--- src/rtl/coef_pkg.sv ---
// Shared constants, types and helpers for the coefficient bank commit controller.
package coef_pkg;

  // Bank geometry: sets are ordered cos1, sin1, cos2, sin2.
  localparam int N_SETS = 4;
  localparam int N_TAPS = 8;
  localparam int W      = 5;

  // Width of the set index used while capturing.
  localparam int IDX_W = $clog2(N_SETS);
  localparam logic [IDX_W-1:0] LAST_IDX = IDX_W'(N_SETS - 1);

  // Most-negative code is not allowed in the datapath; it is pulled in by one LSB.
  localparam logic [W-1:0] COEF_MIN   = 5'b10000;
  localparam logic [W-1:0] COEF_CLAMP = 5'b10001;

  typedef logic [N_TAPS-1:0][W-1:0]             coef_set_t;
  typedef logic [N_SETS-1:0][N_TAPS-1:0][W-1:0] coef_bank_t;

  typedef enum logic [1:0] {
    IDLE       = 2'd0,
    CAPTURE    = 2'd1,
    WAIT_FRAME = 2'd2,
    SWAP       = 2'd3
  } ctrl_state_e;

  // Clamp a single coefficient so the symmetric range -15..+15 is guaranteed.
  function automatic logic [W-1:0] clamp_coef(input logic [W-1:0] v);
    logic [W-1:0] r;
    if (v == COEF_MIN) begin
      r = COEF_CLAMP;
    end else begin
      r = v;
    end
    return r;
  endfunction

endpackage

--- src/rtl/coef_clamp.sv ---
// Combinational clamp for one coefficient set; flags whether any tap was altered.
module coef_clamp
  import coef_pkg::*;
(
  input  coef_set_t i_set,
  output coef_set_t o_set,
  output logic      o_hit
);

  // Clamp every tap and OR together the per-tap hit indications.
  always_comb begin
    o_set = i_set;
    o_hit = 1'b0;
    for (int k = 0; k < N_TAPS; k++) begin
      o_set[k] = clamp_coef(i_set[k]);
      if (i_set[k] == COEF_MIN) begin
        o_hit = 1'b1;
      end else begin
        o_hit = o_hit;
      end
    end
  end

endmodule

--- src/rtl/coef_bank_ctrl.sv ---
// Double-buffered commit controller: snapshots the SPI shadow coefficients
// into a staging bank one set per cycle (clamped), then swaps staging into
// the active bank on the next modulator frame boundary so the datapath only
// ever sees a complete coefficient set.
module coef_bank_ctrl
  import coef_pkg::*;
(
  input  logic       clock,
  input  logic       reset,
  input  coef_bank_t shadow_coef,
  input  logic       commit_req,
  input  logic       frame_strobe,
  output coef_bank_t active_coef,
  output logic       busy,
  output logic       commit_ack,
  output logic       clamp_flag,
  output logic [7:0] swap_count
);

  ctrl_state_e      r_state;
  ctrl_state_e      w_state_nxt;
  logic [IDX_W-1:0] r_idx;
  logic             r_pending;
  coef_bank_t       r_staging;
  coef_bank_t       r_active;
  logic             r_busy;
  logic             r_ack;
  logic             r_clamp_flag;
  logic [7:0]       r_swap_count;

  logic             w_start_capture;
  logic             w_capture;
  logic             w_do_swap;
  coef_set_t        w_sel_set;
  coef_set_t        w_clamped_set;
  logic             w_clamp_hit;

  // One clamp instance serves all sets; the set under capture is muxed in.
  assign w_sel_set = shadow_coef[r_idx];

  coef_clamp u_clamp (
    .i_set (w_sel_set),
    .o_set (w_clamped_set),
    .o_hit (w_clamp_hit)
  );

  // FSM state register.
  always_ff @(posedge clock or negedge reset) begin
    if (!reset) begin
      r_state <= IDLE;
    end else begin
      r_state <= w_state_nxt;
    end
  end

  // FSM next-state logic and per-state control strobes.
  always_comb begin
    w_state_nxt     = r_state;
    w_start_capture = 1'b0;
    w_capture       = 1'b0;
    w_do_swap       = 1'b0;
    case (r_state)
      IDLE: begin
        // Frame strobes here are deliberately dropped; only a request starts work.
        if (commit_req || r_pending) begin
          w_state_nxt     = CAPTURE;
          w_start_capture = 1'b1;
        end else begin
          w_state_nxt = IDLE;
        end
      end
      CAPTURE: begin
        w_capture = 1'b1;
        if (r_idx == LAST_IDX) begin
          w_state_nxt = WAIT_FRAME;
        end else begin
          w_state_nxt = CAPTURE;
        end
      end
      WAIT_FRAME: begin
        if (frame_strobe) begin
          w_state_nxt = SWAP;
        end else begin
          w_state_nxt = WAIT_FRAME;
        end
      end
      SWAP: begin
        w_do_swap   = 1'b1;
        w_state_nxt = IDLE;
      end
      default: begin
        w_state_nxt = IDLE;
      end
    endcase
  end

  // Set index walks 0..N_SETS-1 during capture and wraps back to 0 afterwards.
  always_ff @(posedge clock or negedge reset) begin
    if (!reset) begin
      r_idx <= '0;
    end else if (w_start_capture) begin
      r_idx <= '0;
    end else if (w_capture) begin
      r_idx <= r_idx + IDX_W'(1);
    end else begin
      r_idx <= r_idx;
    end
  end

  // Staging bank: each capture cycle overwrites exactly one set with its clamped copy.
  always_ff @(posedge clock or negedge reset) begin
    if (!reset) begin
      r_staging <= '0;
    end else if (w_capture) begin
      r_staging[r_idx] <= w_clamped_set;
    end else begin
      r_staging <= r_staging;
    end
  end

  // One-deep pending request: requests while busy merge; cleared when capture starts.
  always_ff @(posedge clock or negedge reset) begin
    if (!reset) begin
      r_pending <= 1'b0;
    end else if (w_start_capture) begin
      r_pending <= 1'b0;
    end else if (commit_req && (r_state != IDLE)) begin
      r_pending <= 1'b1;
    end else begin
      r_pending <= r_pending;
    end
  end

  // Sticky clamp indication, scoped to the most recent capture.
  always_ff @(posedge clock or negedge reset) begin
    if (!reset) begin
      r_clamp_flag <= 1'b0;
    end else if (w_start_capture) begin
      r_clamp_flag <= 1'b0;
    end else if (w_capture && w_clamp_hit) begin
      r_clamp_flag <= 1'b1;
    end else begin
      r_clamp_flag <= r_clamp_flag;
    end
  end

  // Atomic swap of staging into the active bank, with the swap counter.
  always_ff @(posedge clock or negedge reset) begin
    if (!reset) begin
      r_active     <= '0;
      r_swap_count <= 8'd0;
    end else if (w_do_swap) begin
      r_active     <= r_staging;
      r_swap_count <= r_swap_count + 8'd1;
    end else begin
      r_active     <= r_active;
      r_swap_count <= r_swap_count;
    end
  end

  // Registered status: ack follows the swap cycle, busy tracks the upcoming state.
  always_ff @(posedge clock or negedge reset) begin
    if (!reset) begin
      r_ack  <= 1'b0;
      r_busy <= 1'b0;
    end else begin
      r_ack  <= w_do_swap;
      r_busy <= (w_state_nxt != IDLE);
    end
  end

  assign active_coef = r_active;
  assign busy        = r_busy;
  assign commit_ack  = r_ack;
  assign clamp_flag  = r_clamp_flag;
  assign swap_count  = r_swap_count;

endmodule
--- config.mk ---
export PLATFORM = sky130hd
export DESIGN_NAME = coef_bank_ctrl
export DESIGN_NICKNAME = d
export VERILOG_FILES = /design/src/rtl/coef_pkg.sv /design/src/rtl/coef_clamp.sv /design/src/rtl/coef_bank_ctrl.sv
export SDC_FILE = /design/constraint.sdc
export NUM_CORES = 1
export LEC_CHECK = 0
export CELL_PAD_IN_SITES_DETAIL_PLACEMENT = 0
export CELL_PAD_IN_SITES_GLOBAL_PLACEMENT = 1
export CORE_ASPECT_RATIO = 1.5
export CORE_UTILIZATION = 35
export CTS_CLUSTER_DIAMETER = 150
export DETAILED_ROUTE_END_ITERATION = 6
export GPL_TIMING_DRIVEN = 0
export HOLD_SLACK_MARGIN = 0.05
export PLACE_DENSITY = 0.75
export SLEW_MARGIN = 20
export SYNTH_ARGS = -nofsm -noshare
export SYNTH_HDL_FRONTEND = slang
export SYNTH_SLANG_ARGS = --single-unit
--- constraint.sdc ---
create_clock -name clock -period 2.5 [get_ports clock]
set_input_delay 0.5 -clock clock [delete_from_list [all_inputs] [get_ports clock]]
set_output_delay 0.5 -clock clock [all_outputs]
set_load 0.1 [all_outputs]
Yosys cells after proc, flatten, opt, wreduce, memory -nomap -nowiden:

Cells that the tools add are included.

* add/subtract/negate cells: 2
* $mul: 0
* div/mod/pow operators: 0
* magnitude comparators: 2
* eq/ne operators: 12
* shift-type cells: 0
* muxes and demuxes: 35
* bitwise operators: 0
* reductions and logical operators: 10

Operators by type and width (number)
* $bwmux W160: 1
* $bmux W40 S2: 1
* $demux W40 S2: 1
* $mux W40: 2
* $eq A5 B5 Y1 const B: 8
* $mux W5: 8
* $mux W1: 18
* $reduce_bool A2 Y1: 5
* $add A8 B1 Y8 const B: 1
* $pmux W2 S4: 1
* $eq A2 B2 Y1 const B: 3
* $mux W2: 3
* $logic_and A1 B1 Y1: 3
* $lt A2 B3 Y1 const B: 1
* $add A2 B1 Y2 const B: 1
* $eq A2 B1 Y1 const B: 1
* $ge A2 B1 Y1 const B: 1
* $logic_not A2 Y1: 1
* $logic_or A1 B1 Y1: 1

* register bits: 336
* bits in latches: 0
* bits in writable memories: 0
* ROM bits: 0
* output and inout bits: 171
* logic and storage cells: 132
* memories: 0

Longest topological paths before layout:

* depth in word-level cells: 14
* depth in mapped cells: 10
* depth with buffers taken out: 5

Cells and area by module:

Synthesis repeated with hierarchy kept, for this count alone.

* cells, all modules: 1190
* area, all modules: 13958.4 µm²

By module, submodules not included
* coef_bank_ctrl: times used 1, cells an instance 1129, area an instance 13633.1 µm², seq. area each 8408.1 µm²
* coef_clamp: times used 1, cells an instance 61, area an instance 325.3 µm², seq. area each 0.0 µm²

Least setup slack after synthesis:

Ideal clock, no wire load.

* path type: reg2reg
* from: register r_idx[0]
* to: register r_staging[101] in the netlist's numbering
* arrival time: 2.313 ns
* data required time: 2.375 ns
* setup slack: 0.062 ns
* stages on the path, launching flop included: 10
* path buffers: 5
* path through: dfrtp_1 buf_6 buf_4 buf_1 inv_1 ha_1 nand2_1 clkbuf_1 buf_2 mux2_2

* word-level cells in the longest chain between the ends: 5

RTL lines
* from (decl): line coef_bank_ctrl.sv:22 `logic [IDX_W-1:0] r_idx;`
* from (signal assigned): line coef_bank_ctrl.sv:104 `r_idx <= r_idx + IDX_W'(1);`
* from (signal assigned): line coef_bank_ctrl.sv:106 `r_idx <= r_idx;`
* $lt A2 B3 Y1 (not written as such), or another cell as far along: line coef_bank_ctrl.sv:115 `r_staging[r_idx] <= w_clamped_set;`
* $logic_and A1 B1 Y1 (not written as such) or $mux W40 (tied branches): line coef_bank_ctrl.sv:115, coef_bank_ctrl.sv:39
* $mux W40 (not written as such) or $eq A5 B5 Y1 (tied branches): line coef_bank_ctrl.sv:115, coef_pkg.sv:30
* $demux W40 S2 or $mux W5 (tied branches): line coef_bank_ctrl.sv:115, coef_pkg.sv:30
* $bwmux W160 *: line coef_bank_ctrl.sv:115
* to (signal, indexed assignment): line coef_bank_ctrl.sv:115
* to (signal assigned): line coef_bank_ctrl.sv:117 `r_staging <= r_staging;`
* to (decl): line coef_bank_ctrl.sv:24 `coef_bank_t r_staging;`

Every way passes the cells marked *; elsewhere a longest branch is shown, timed or not. The select of a mux whose other input is x is not followed.
A chain may end at the register's enable or synchronous reset.

Final worst setup path:

* from: register r_idx[0]
* to: register r_clamp_flag (netlist: clamp_flag)

* word-level cells in the longest chain between the ends: 13

RTL lines
* $bmux W40 S2 *: line coef_bank_ctrl.sv:39 `assign w_sel_set = shadow_coef[r_idx];`
* $mux W40 (not written as such) *: line coef_bank_ctrl.sv:39
* $eq A5 B5 Y1: line coef_clamp.sv:16 `if (i_set[k] == COEF_MIN) begin`
* $mux W1 (7 in a row): line coef_clamp.sv:16
* $mux W1 *: line coef_clamp.sv:16
* $logic_and A1 B1 Y1 *: line coef_bank_ctrl.sv:140 `end else if (w_capture && w_clamp_hit) begin`
* $reduce_bool A2 Y1 (no source line) *
* to (signal assigned): line coef_bank_ctrl.sv:143 `r_clamp_flag <= r_clamp_flag;`
* to (decl): line coef_bank_ctrl.sv:28 `logic r_clamp_flag;`

Marked as above.

==> impl_metrics.csv <==
group,metric,value,unit
finish,num-nets-final,1783,
clock_tree,htreeDepth,1,
clock_tree,cts.clk_slew.worst_paths,0.06,ns
floorplan,rows,88,
timing,max_freq,0.412,GHz
floorplan,ios,335,
finish,area_delta_synth_final,36.8,%
yosys,yosysMostFrequentCell,"nand2_1",
setup_path,end_kind,"flip-flop",
global_routing,grtUsageTotal,22.5,%
setup_path,required,3.00,ns
global_routing,grt_start_max_net_pins,102,
setup_path,crit_path_cell_trace,"buf_6, buf_6, mux4_2, nor4b_2, a22oi_1, nand4_1, a21o_1",
timing,rsz0062_at_grt,"false",
floorplan,die_h,244,um
timing,hold_viol,0,
global_routing,overflow,0,
min_path,hold_path.class,"in -> async",
setup_path,critPathArrivalTime,2.93,ns
yosys,synth_edf_count,0,
timing,max-slew-margin-rel,29.8,%
drt,postRouteWirelength,43800,um
clock_tree,clk_latency,0.56,ns
setup_path,crit_top_cell,"buf_6",
setup_path,path_class,"reg -> reg",
yosys,synth_top_area_share,61.5,%
yosys,ys_seq_area_share,61.5,%
yosys,synth_fp_nets,1409,
yosys,yosysUniqueCellTypes,29,
drt,ant_nets,0,
clock_tree,numCtsBuffers,31,
setup_path,worst_setup_path_start_kind,"flip-flop",
floorplan,start_util,35.6,%
global_routing,grt_pass1_vias,10900,
drt,wire_per_inst,20.5,um
yosys,ys.flop_type,"dfrtp_1",
floorplan,coreArea,0.0384,mm^2
yosys,yosys_warnings,0,
timing,holdWs,0.456,ns
floorplan,dieWidth,163,um
global_routing,grt_pass1_wl,65900,um
floorplan,die-area,0.0399,mm^2
status,outcome,"finished clean",
setup_path,worstRegToRegCells,7,
setup_path,rrSetupSlack,0.07,ns
clock_tree,clock_sinks,336,
finish,antennaDiodeCount,0,
finish,num-fill-cells,3662,
timing,tightestPinTransition,1.06,ns
global_routing,antenna_found_initial,1,
clock_tree,tritoncts,"yes",
timing,skew,0.00936,ns
yosys,synth.area.top_cells,"dfrtp_1, nand2_1, mux2_2, mux4_2, o21ai_0",
timing,slew_viol_final,0,
yosys,async_reset_ff_share,100,%
drt,drcViolationCount,0,
place,portBuffers,334,
setup_path,startpoint,"r_idx[0]$_DFFE_PN0P_",
yosys,avgSynthCellArea,11.0,um^2
clock_tree,clk_path_buf_depth,3,
timing,min_period,2.43,ns
flow_run,maxCapViolations,0,
finish,drive_gt1_share,14.7,%
yosys,synth_top_area_cell,"dfrtp_1",
drt,vias,10400,
drt,drt-vias-per-instance,4.89,
setup_path,critPathMaxStageDelay,0.69,ns
drt,first_iter_violations,591,
yosys,synth_common_cells,"nand2_1, dfrtp_1, mux2_2",
setup_path,r2r_start,"r_idx[0]$_DFFE_PN0P_",
clock_tree,root_buffer,"clkbuf_16",
place,post-dp-hpwl,33400,um
timing,setup_violations,0,
setup_path,crit_fanout,10,
place,gp_congestion,0.779,
yosys,syn_area,0.0137,mm^2
yosys,synthCells,1240,
drt,dr.pass1.iters,5,
yosys,ys_ff_latch,336,
setup_path,cp_slowest_cell,"mux4_2",
setup_path,worstReg2RegEnd,"clamp_flag$_DFFE_PN0P_",
timing,period_share,97.2,%
## cell type report
| class | instances | area [um^2] | area share, % |
|---|---|---|---|
| Buffer | 72 | 377 | 2.01 |
| Clock buffer | 47 | 946 | 5.06 |
| Clock inverter | 8 | 118 | 0.629 |
| Inverter | 4 | 15.0 | 0.0803 |
| Multi-Input combinational cell | 828 | 4970 | 26.6 |
| Sequential cell | 336 | 8410 | 45.0 |
| Tap cell | 495 | 619 | 3.31 |
| Timing Repair Buffer | 341 | 3250 | 17.4 |
## per-stage QoR
step | instances | util (%) | setup WS, ns | TNS (ns) | cell area, um^2
floorplan | 1240 | - | 0.0624 | 0 | 13700
finish | 2131 | 48.7 | 0.0712 | 0 | 18700
global route | 2131 | 48.7 | 0.000329 | 0 | 18700
CTS | 2130 | 48.6 | 0.000139 | 0 | 18700
global placement | 2069 | 45.9 | -13.56 | -4615.34 | 17600
detailed placement | 2072 | 46.1 | -0.852 | -80.35 | 17700
## registers in the layout (all words and copies together) (netlist names)
signal / cells
active_coef: 160
r_staging: 160
swap_count: 8
r_idx: 2
r_state: 2
busy: 1
clamp_flag: 1
commit_ack: 1
r_pending: 1
## timing repair
| action | in CTS | in global routing |
|---|---|---|
| resized for setup | 201 | 19 |
| hold buffers | 1 | 0 |
| cloned | 0 | 0 |
| setup endpoints to repair | 380 | 137 |
| setup buffers | 2 | 1 |
| hold endpoints to repair | 53 | 0 |
## cells by family after synthesis
family          count (synthesis)  synth area share, %
flops                         336                 61.5
compound gates                 83                 3.16
buf+inv                        76                 2.39
fa+ha+maj                       5                0.458
xor+xnor                        7                0.449
mux                           152                 15.0
simple gates                  581                 17.0
## routing by layer
| metal | vias to the layer above | global-route usage (%) | part of all wire, % |
|---|---|---|---|
| met5 | - | 0 | 0 |
| li1 | 4807 | - | - |
| met1 | 5194 | 26.6 | 38 |
| met2 | 371 | 41.4 | 53 |
| met4 | 0 | 6.82 | 2.7 |
| met3 | 49 | 3.36 | 6.2 |
## cell usage in the layout (no fill, tap or decap), drive strengths merged, types with 2 or more instances in the layout
| cell | count |
|---|---|
| mux4 | 32 |
| mux2 | 104 |
| xnor2 | 5 |
| nand2 | 557 |
| clkinv | 4 |
| nand3 | 3 |
| buf | 23 |
| ha | 5 |
| dfrtp | 336 |
| bufinv | 3 |
| nor4b | 8 |
| a21oi | 10 |
| xor2 | 2 |
| clkbuf | 103 |
| nor2 | 7 |
| dlygate4sd2 | 171 |
| mux2i | 16 |
| inv | 4 |
| a22oi | 4 |
| clkdlybuf4s50 | 162 |
| o21ai | 67 |
| nand4 | 2 |
## critical path: cells and delay by family (launching register included)
family / cells / cell delay [ns]
compound gates: 2 / 0.28
buf+inv: 2 / 0.43
flops: 1 / 0.41
mux: 1 / 0.69
simple gates: 2 / 0.54
## worst max-delay path by stage
stage	cells after the start	slack, ns	to
finish	7	0.07	clamp_flag$_DFFE_PN0P_
global route	7	0.0003	clamp_flag$_DFFE_PN0P_
CTS	9	0.0001	r_staging[88]$_DFFE_PN0P_
detailed placement	9	-0.85	r_staging[92]$_DFFE_PN0P_
global placement	1	-13.56	active_coef[92]$_DFFE_PN0P_
floorplan	9	0.06	r_staging[101]$_DFFE_PN0P_
Power is left out: the tool's default activity adds up to more than one toggle a clock period on the data nets, which glitch-free logic cannot reach.
